## src/rtl/arb_rr.sv

```systemverilog
// arb_rr: N-requester round-robin arbiter with registered one-hot grant.
// The last winner is kept as the round-robin pointer and ranks lowest on the
// next arbitration; a release hands off to the next winner with no bubble.
//
// Build option: define ARB_RR_PKT_LOCK_EN to hold each grant for a whole
// packet (release on last beat, requester abort, or beat-budget watchdog).
// Without it, every transfer re-arbitrates, arb_last is ignored and arb_err
// is tied low.
module arb_rr #(
  parameter int N         = 4,
  parameter int MAX_BEATS = 16
) (
  input  logic                 clk,
  input  logic                 rst_n,
  input  logic                 arb_en,
  input  logic [N-1:0]         arb_req,
  input  logic [N-1:0]         arb_last,
  input  logic                 dn_rdy,
  output logic [N-1:0]         arb_gnt,
  output logic                 arb_gnt_vld,
  output logic [$clog2(N)-1:0] arb_gnt_id,
  output logic                 arb_err
);

  localparam int IDW = $clog2(N);

  localparam logic S_IDLE  = 1'b0;
  localparam logic S_GRANT = 1'b1;

  logic           state_q, state_d;
  logic [N-1:0]   gnt_q, gnt_d;
  logic [IDW-1:0] id_q, id_d;

  logic           xfer;
  logic           abort;
  logic           rel;
  logic           win_vld;
  logic [IDW-1:0] win_id;
  logic [IDW-1:0] scan_idx;

`ifdef ARB_RR_PKT_LOCK_EN
  localparam int                CW      = $clog2(MAX_BEATS);
  localparam logic [CW-1:0]     CNT_MAX = CW'(MAX_BEATS - 1);

  logic [CW-1:0] cnt_q, cnt_d;
  logic          err_q, err_d;
  logic          at_max;
  logic          last_hit;
`else
  // arb_last has no meaning when every beat re-arbitrates.
  logic unused_last;
  assign unused_last = ^arb_last;
`endif

  // Round-robin winner: scan from the slot after the pointer, wrapping, so
  // the previous winner is considered last.
  always_comb begin
    win_vld  = 1'b0;
    win_id   = id_q;
    scan_idx = id_q;
    // Walk the ring backwards so the last hit written is the nearest one.
    for (int i = N; i >= 1; i--) begin
      scan_idx = IDW'((int'(id_q) + i) % N);
      if (arb_req[scan_idx]) begin
        win_vld = 1'b1;
        win_id  = scan_idx;
      end
    end
  end

  // Release detection and next-state selection for grant, pointer and counter.
  always_comb begin
    // NOTE: every combinational output gets a default first so no latch is inferred.
    state_d = state_q;
    gnt_d   = gnt_q;
    id_d    = id_q;

    xfer  = state_q & arb_req[id_q] & dn_rdy;
    abort = state_q & ~arb_req[id_q];

`ifdef ARB_RR_PKT_LOCK_EN
    cnt_d    = cnt_q;
    at_max   = (cnt_q == CNT_MAX);
    last_hit = xfer & arb_last[id_q];
    rel      = last_hit | abort | (xfer & at_max);
    // A normal last beat landing on the budget boundary is not an overrun.
    err_d    = xfer & at_max & ~last_hit;
`else
    rel      = xfer | abort;
`endif

    if (state_q == S_IDLE || rel) begin
      if (arb_en && win_vld) begin
        state_d       = S_GRANT;
        id_d          = win_id;
        gnt_d         = '0;
        gnt_d[win_id] = 1'b1;
      end else begin
        // Pointer is deliberately kept so fairness survives an idle gap.
        state_d = S_IDLE;
        gnt_d   = '0;
      end
    end

`ifdef ARB_RR_PKT_LOCK_EN
    if (state_q == S_IDLE || rel) begin
      cnt_d = '0;
    end else if (xfer && !at_max) begin
      cnt_d = cnt_q + 1'b1;
    end
`endif
  end

  // Grant state registers; reset drops any grant at once.
  always_ff @(posedge clk or negedge rst_n) begin
    // NOTE: sequential state uses non-blocking assignments so all registers update together.
    if (!rst_n) begin
      state_q <= S_IDLE;
      gnt_q   <= '0;
      // Pointer at N-1 makes requester 0 the first winner.
      id_q    <= IDW'(N - 1);
    end else begin
      state_q <= state_d;
      gnt_q   <= gnt_d;
      id_q    <= id_d;
    end
  end

`ifdef ARB_RR_PKT_LOCK_EN
  // Beat counter and one-cycle watchdog error pulse.
  always_ff @(posedge clk or negedge rst_n) begin
    if (!rst_n) begin
      cnt_q <= '0;
      err_q <= 1'b0;
    end else begin
      cnt_q <= cnt_d;
      err_q <= err_d;
    end
  end

  assign arb_err = err_q;
`else
  assign arb_err = 1'b0;
`endif

  assign arb_gnt     = gnt_q;
  assign arb_gnt_vld = state_q;
  assign arb_gnt_id  = id_q;

endmodule

```

## config.mk

```make
export PLATFORM = sky130hd
export DESIGN_NAME = arb_rr
export DESIGN_NICKNAME = d
export VERILOG_FILES = /design/src/rtl/arb_rr.sv
export SDC_FILE = /design/constraint.sdc
export NUM_CORES = 1
export LEC_CHECK = 0
export CAP_MARGIN = 30
export CORE_AREA = 2 2 39 41
export DETAILED_ROUTE_END_ITERATION = 8
export DIE_AREA = 0 0 41 43
export GPL_TIMING_DRIVEN = 0
export HOLD_SLACK_MARGIN = 0.06
export PLACE_DENSITY = 0.75
export SETUP_SLACK_MARGIN = 0.5
export SLEW_MARGIN = 20
export SYNTH_ARGS = -nofsm -noshare
export SYNTH_HDL_FRONTEND = slang
export SYNTH_SLANG_ARGS = --single-unit
```

## constraint.sdc

```tcl
create_clock -name clk -period 3.8 [get_ports clk]
set_input_delay 1.14 -clock clk [delete_from_list [all_inputs] [get_ports clk]]
set_output_delay 1.14 -clock clk [all_outputs]
set_load 0.01 [all_outputs]
```

==> results.rst <==
.. list-table::
   :header-rows: 1

   * - Metric
     - Value
   * - Run status
     - complete, no violations
   * - Num rows
     - 14
   * - Minimum period implied by the final worst setup slack
     - 2.737 ns
   * - Number of global-route vias before repair
     - 361
   * - Routed via count
     - 366
   * - Max clock buf depth
     - 2
   * - Clock-pin slew on the worst setup and hold paths
     - 0.06 ns
   * - Fill cell instance count of the final layout
     - 132
   * - Depth of the most critical reg-to-reg path
     - 6
   * - Final core utilization
     - 0.4584
   * - Setup clock skew after layout
     - 0.009073 ns
   * - Routability Congestion
     - 0.7317
   * - Worst hold path cell count
     - 2
   * - Hold WC Path Type
     - register to register
   * - Share of final-layout standard cells stronger than drive strength 1
     - 0.2333
   * - Core region area
     - 0.001384 sq mm
   * - CTS-repair resized insts
     - 0
   * - DRC viols
     - 0
   * - Crit path largest cell delay
     - 0.49 ns
   * - Post-Place Worst Slack
     - 0.7953 ns
   * - Max Transition Viols Final
     - 0
   * - Reg2Reg Setup Slack
     - 1.79 ns
   * - Yosys reg bits
     - 7
   * - Number of nets with antenna violations after routing
     - 0
   * - Terminus of the critical flop-to-flop path
     - arb_gnt_id[1]
   * - Final setup vio count
     - 0
   * - Type of destination of the critical path
     - register
   * - Maximum Capacitance Violations
     - 0
   * - Cts-stage hold buffer count
     - 0
   * - Slew at the pin with the worst max-slew slack
     - 0.5184 ns
   * - Number of different library cells in the post-synthesis netlist
     - 26
   * - First-pass GRT wire length
     - 1.524 mm
   * - Post-CTS setup buffers
     - 0
   * - Total CTS buffers
     - 3
   * - Post-Syn Instances
     - 42
   * - Detailed router's first-iteration violation count
     - 3
   * - Start point of the worst hold path
     - arb_gnt[1]
   * - Setup repair after global routing missed its margin
     - no
   * - Post-DP HPWL
     - 676.1 um
   * - Antenna violations before repair
     - 0
   * - Clk sinks
     - 7
   * - Count of endpoints failing hold in the final timing report
     - 0
   * - Number of port buffers
     - 14
   * - Drt wl/cell
     - 11.76 um
   * - Total Routing Usage GR
     - 0.1310
   * - Warnings from Yosys
     - 0
   * - Relative slew slack
     - 0.6513
   * - CTS tree
     - built
   * - Final worst-path cycle share
     - 0.7202
   * - Post-Synthesis Net Count
     - 54
   * - Worst path required time
     - 3.97 ns
   * - Sequence of cells on the critical path
     - clkdlybuf4s50_1 -> mux4_2 -> and3b_1 -> buf_6 -> nor2b_4 -> mux2_2
   * - Maximum number of pins on one net before global-route repair
     - 10
   * - Max Clk Rate
     - 0.3654 GHz
   * - DIE HEIGHT
     - 43 um
   * - Area added between synthesis and finish
     - 41.62%
   * - Antenna diode count
     - 0
   * - Critical path arrival
     - 2.91 ns
   * - Library cell used as clock root buffer
     - sky130_fd_sc_hd__clkbuf_4
   * - Power density over cell area
     - 659.9 mW/mm^2
   * - Min Hold Slack
     - 0.4755 ns
   * - Crit path setup slack, layout
     - 1.063 ns
   * - Starting density of the core
     - 0.3237
   * - Critical path startpoint
     - arb_req[3]
   * - Count of pins on the block boundary
     - 20
   * - CP max stage cell
     - sky130_fd_sc_hd__clkdlybuf4s50_1
   * - Avg Cell Area, Syn
     - 10.67 sq um
   * - # nets final
     - 73
   * - FF-to-FF Start
     - arb_gnt_id[1]
   * - Post-synthesis instance area
     - 447.9 sq um
   * - Depth of the CTS H-tree
     - 1
   * - Die ar.
     - 0.001763 sq mm
   * - Most common library cell in the layout ignoring fill and taps
     - sky130_fd_sc_hd__clkdlybuf4s50_1
   * - Static leakage
     - 0.2592 nW
   * - Die width
     - 41 um
   * - Kind of start point of the critical path
     - input port
   * - Critical Setup Path Class
     - input port to register
   * - First-pass iteration count of the detailed router
     - 4
   * - Maximum vdd ir drop
     - 0.2780 mV
   * - Global-route congestion overflow total
     - 0
   * - Register area share after synthesis
     - 0.3966
   * - Top library cells by usage in the layout, fill and taps aside
     - 14 x sky130_fd_sc_hd__clkdlybuf4s50_1, 5 x sky130_fd_sc_hd__dfrtp_1, 4 x sky130_fd_sc_hd__nand2_1
   * - Largest fanout of any net on the critical path
     - 9
   * - End point of the most critical hold path
     - arb_gnt[1]
   * - Setup TNS Final
     - 0 ns
   * - Routed vias/inst
     - 4.816
   * - Clock latency of the later-clocked register in the worst-skew pair
     - 0.26 ns
   * - Final routed wirelength across all metal layers
     - 894 um
==> layout make-up <==
type                    count  area [sq um]  area share
clock buffers               4         26.28     0.04142
flip-flops and latches      7         177.7      0.2801
plain buffers               3         30.03     0.04734
multi-input cells          31         236.5      0.3728
well taps                  16         20.02     0.03156
inverters                   1         3.754    0.005917
repair buffers             14         140.1      0.2209
==> cell families (layout without fill, tap and decap cells) <==
| group | count (synthesis) | after routing | synth area share |
|---|---|---|---|
| AND/OR/NAND/NOR | 16 | 16 | 0.2374 |
| multiplexers | 3 | 3 | 0.09776 |
| AO/OA/AOI/OAI | 11 | 11 | 0.1844 |
| buffers and inverters | 4 | 22 | 0.07541 |
| other | 1 | 1 | 0.008372 |
| flip-flops | 7 | 7 | 0.3966 |
==> cell usage after synthesis <==
library cell	count	area, sq um
sky130_fd_sc_hd__buf_6	2	22.52
sky130_fd_sc_hd__dfrtp_1	5	125.1
sky130_fd_sc_hd__dfstp_2	2	52.55
sky130_fd_sc_hd__and3b_1	1	8.760
sky130_fd_sc_hd__nand2b_1	3	18.77
sky130_fd_sc_hd__nor2b_4	1	13.76
sky130_fd_sc_hd__a21boi_0	1	7.510
sky130_fd_sc_hd__nor3_4	1	16.27
sky130_fd_sc_hd__o21ai_0	2	10.01
sky130_fd_sc_hd__or3_1	1	6.260
sky130_fd_sc_hd__nor3b_1	1	7.510
sky130_fd_sc_hd__nand2_1	4	15.01
sky130_fd_sc_hd__buf_4	1	7.510
sky130_fd_sc_hd__mux2_2	1	11.26
sky130_fd_sc_hd__o41a_1	1	11.26
sky130_fd_sc_hd__mux2i_1	1	10.01
sky130_fd_sc_hd__mux4_2	1	22.52
sky130_fd_sc_hd__a21oi_1	2	10.01
sky130_fd_sc_hd__a31o_2	1	8.760
sky130_fd_sc_hd__nor2_1	1	3.750
sky130_fd_sc_hd__nor3_1	2	10.01
sky130_fd_sc_hd__inv_1	1	3.750
sky130_fd_sc_hd__or2_2	1	6.260
sky130_fd_sc_hd__o31ai_1	2	15.01
sky130_fd_sc_hd__conb_1	1	3.750
sky130_fd_sc_hd__a32o_1	2	20.02
==> critical path, delay by kind of cell <==
| family | cells | cell delay [ns] |
|---|---|---|
| simple gates | 2 | 0.31 |
| buf+inv | 2 | 0.63 |
| mux | 2 | 0.83 |
==> power breakdown <==
part	internal (mW)	switching [mW]	total, mW
Combinational	0.124	0.0958	0.220
Clock	0.0401	0.0284	0.0685
Sequential	0.110	0.0203	0.130
Total	0.274	0.144	0.419
==> sequential cells by signal, summed over array words and instances, names as in the netlist <==
signal,flops
arb_gnt_id,2
arb_gnt_vld,1
arb_gnt,4
==> metrics by stage <==
step | instances | power (mW) | cell area, sq um
final | 76 | 0.4186 | 634.4
after CTS | 76 | 0.4260 | 634.4
after floorplan | 42 | 0.2685 | 447.9
after global placement | 72 | 0.3503 | 608.1
after detailed placement | 72 | 0.3524 | 608.1
after global routing | 76 | 0.4565 | 634.4
==> worst max-delay path by stage <==
| stage | depth (start not counted) | slack [ns] | endpoint |
|---|---|---|---|
| 2_1_floorplan | 5 | 1.40 | arb_gnt_id[1] |
| 3_3_place_gp | 6 | 0.81 | arb_gnt_id[1] |
| 3_5_place_dp | 6 | 0.80 | arb_gnt_id[1] |
| 4_1_cts | 6 | 1.06 | arb_gnt_id[1] |
| 5_1_grt | 6 | 1.02 | arb_gnt_id[1] |
| 6_report | 6 | 1.06 | arb_gnt_id[1] |
==> routing by layer <==
metal | vias to the layer above | GRT usage | routed length (um)
met2 | 12 | 0.1750 | 407
met4 | 0 | 0.06000 | 0
li1 | 188 | - | -
met1 | 166 | 0.1700 | 408
met5 | - | 0 | 0
met3 | 0 | 0.06806 | 78
Note: power is estimated with default switching activity, not from simulation.
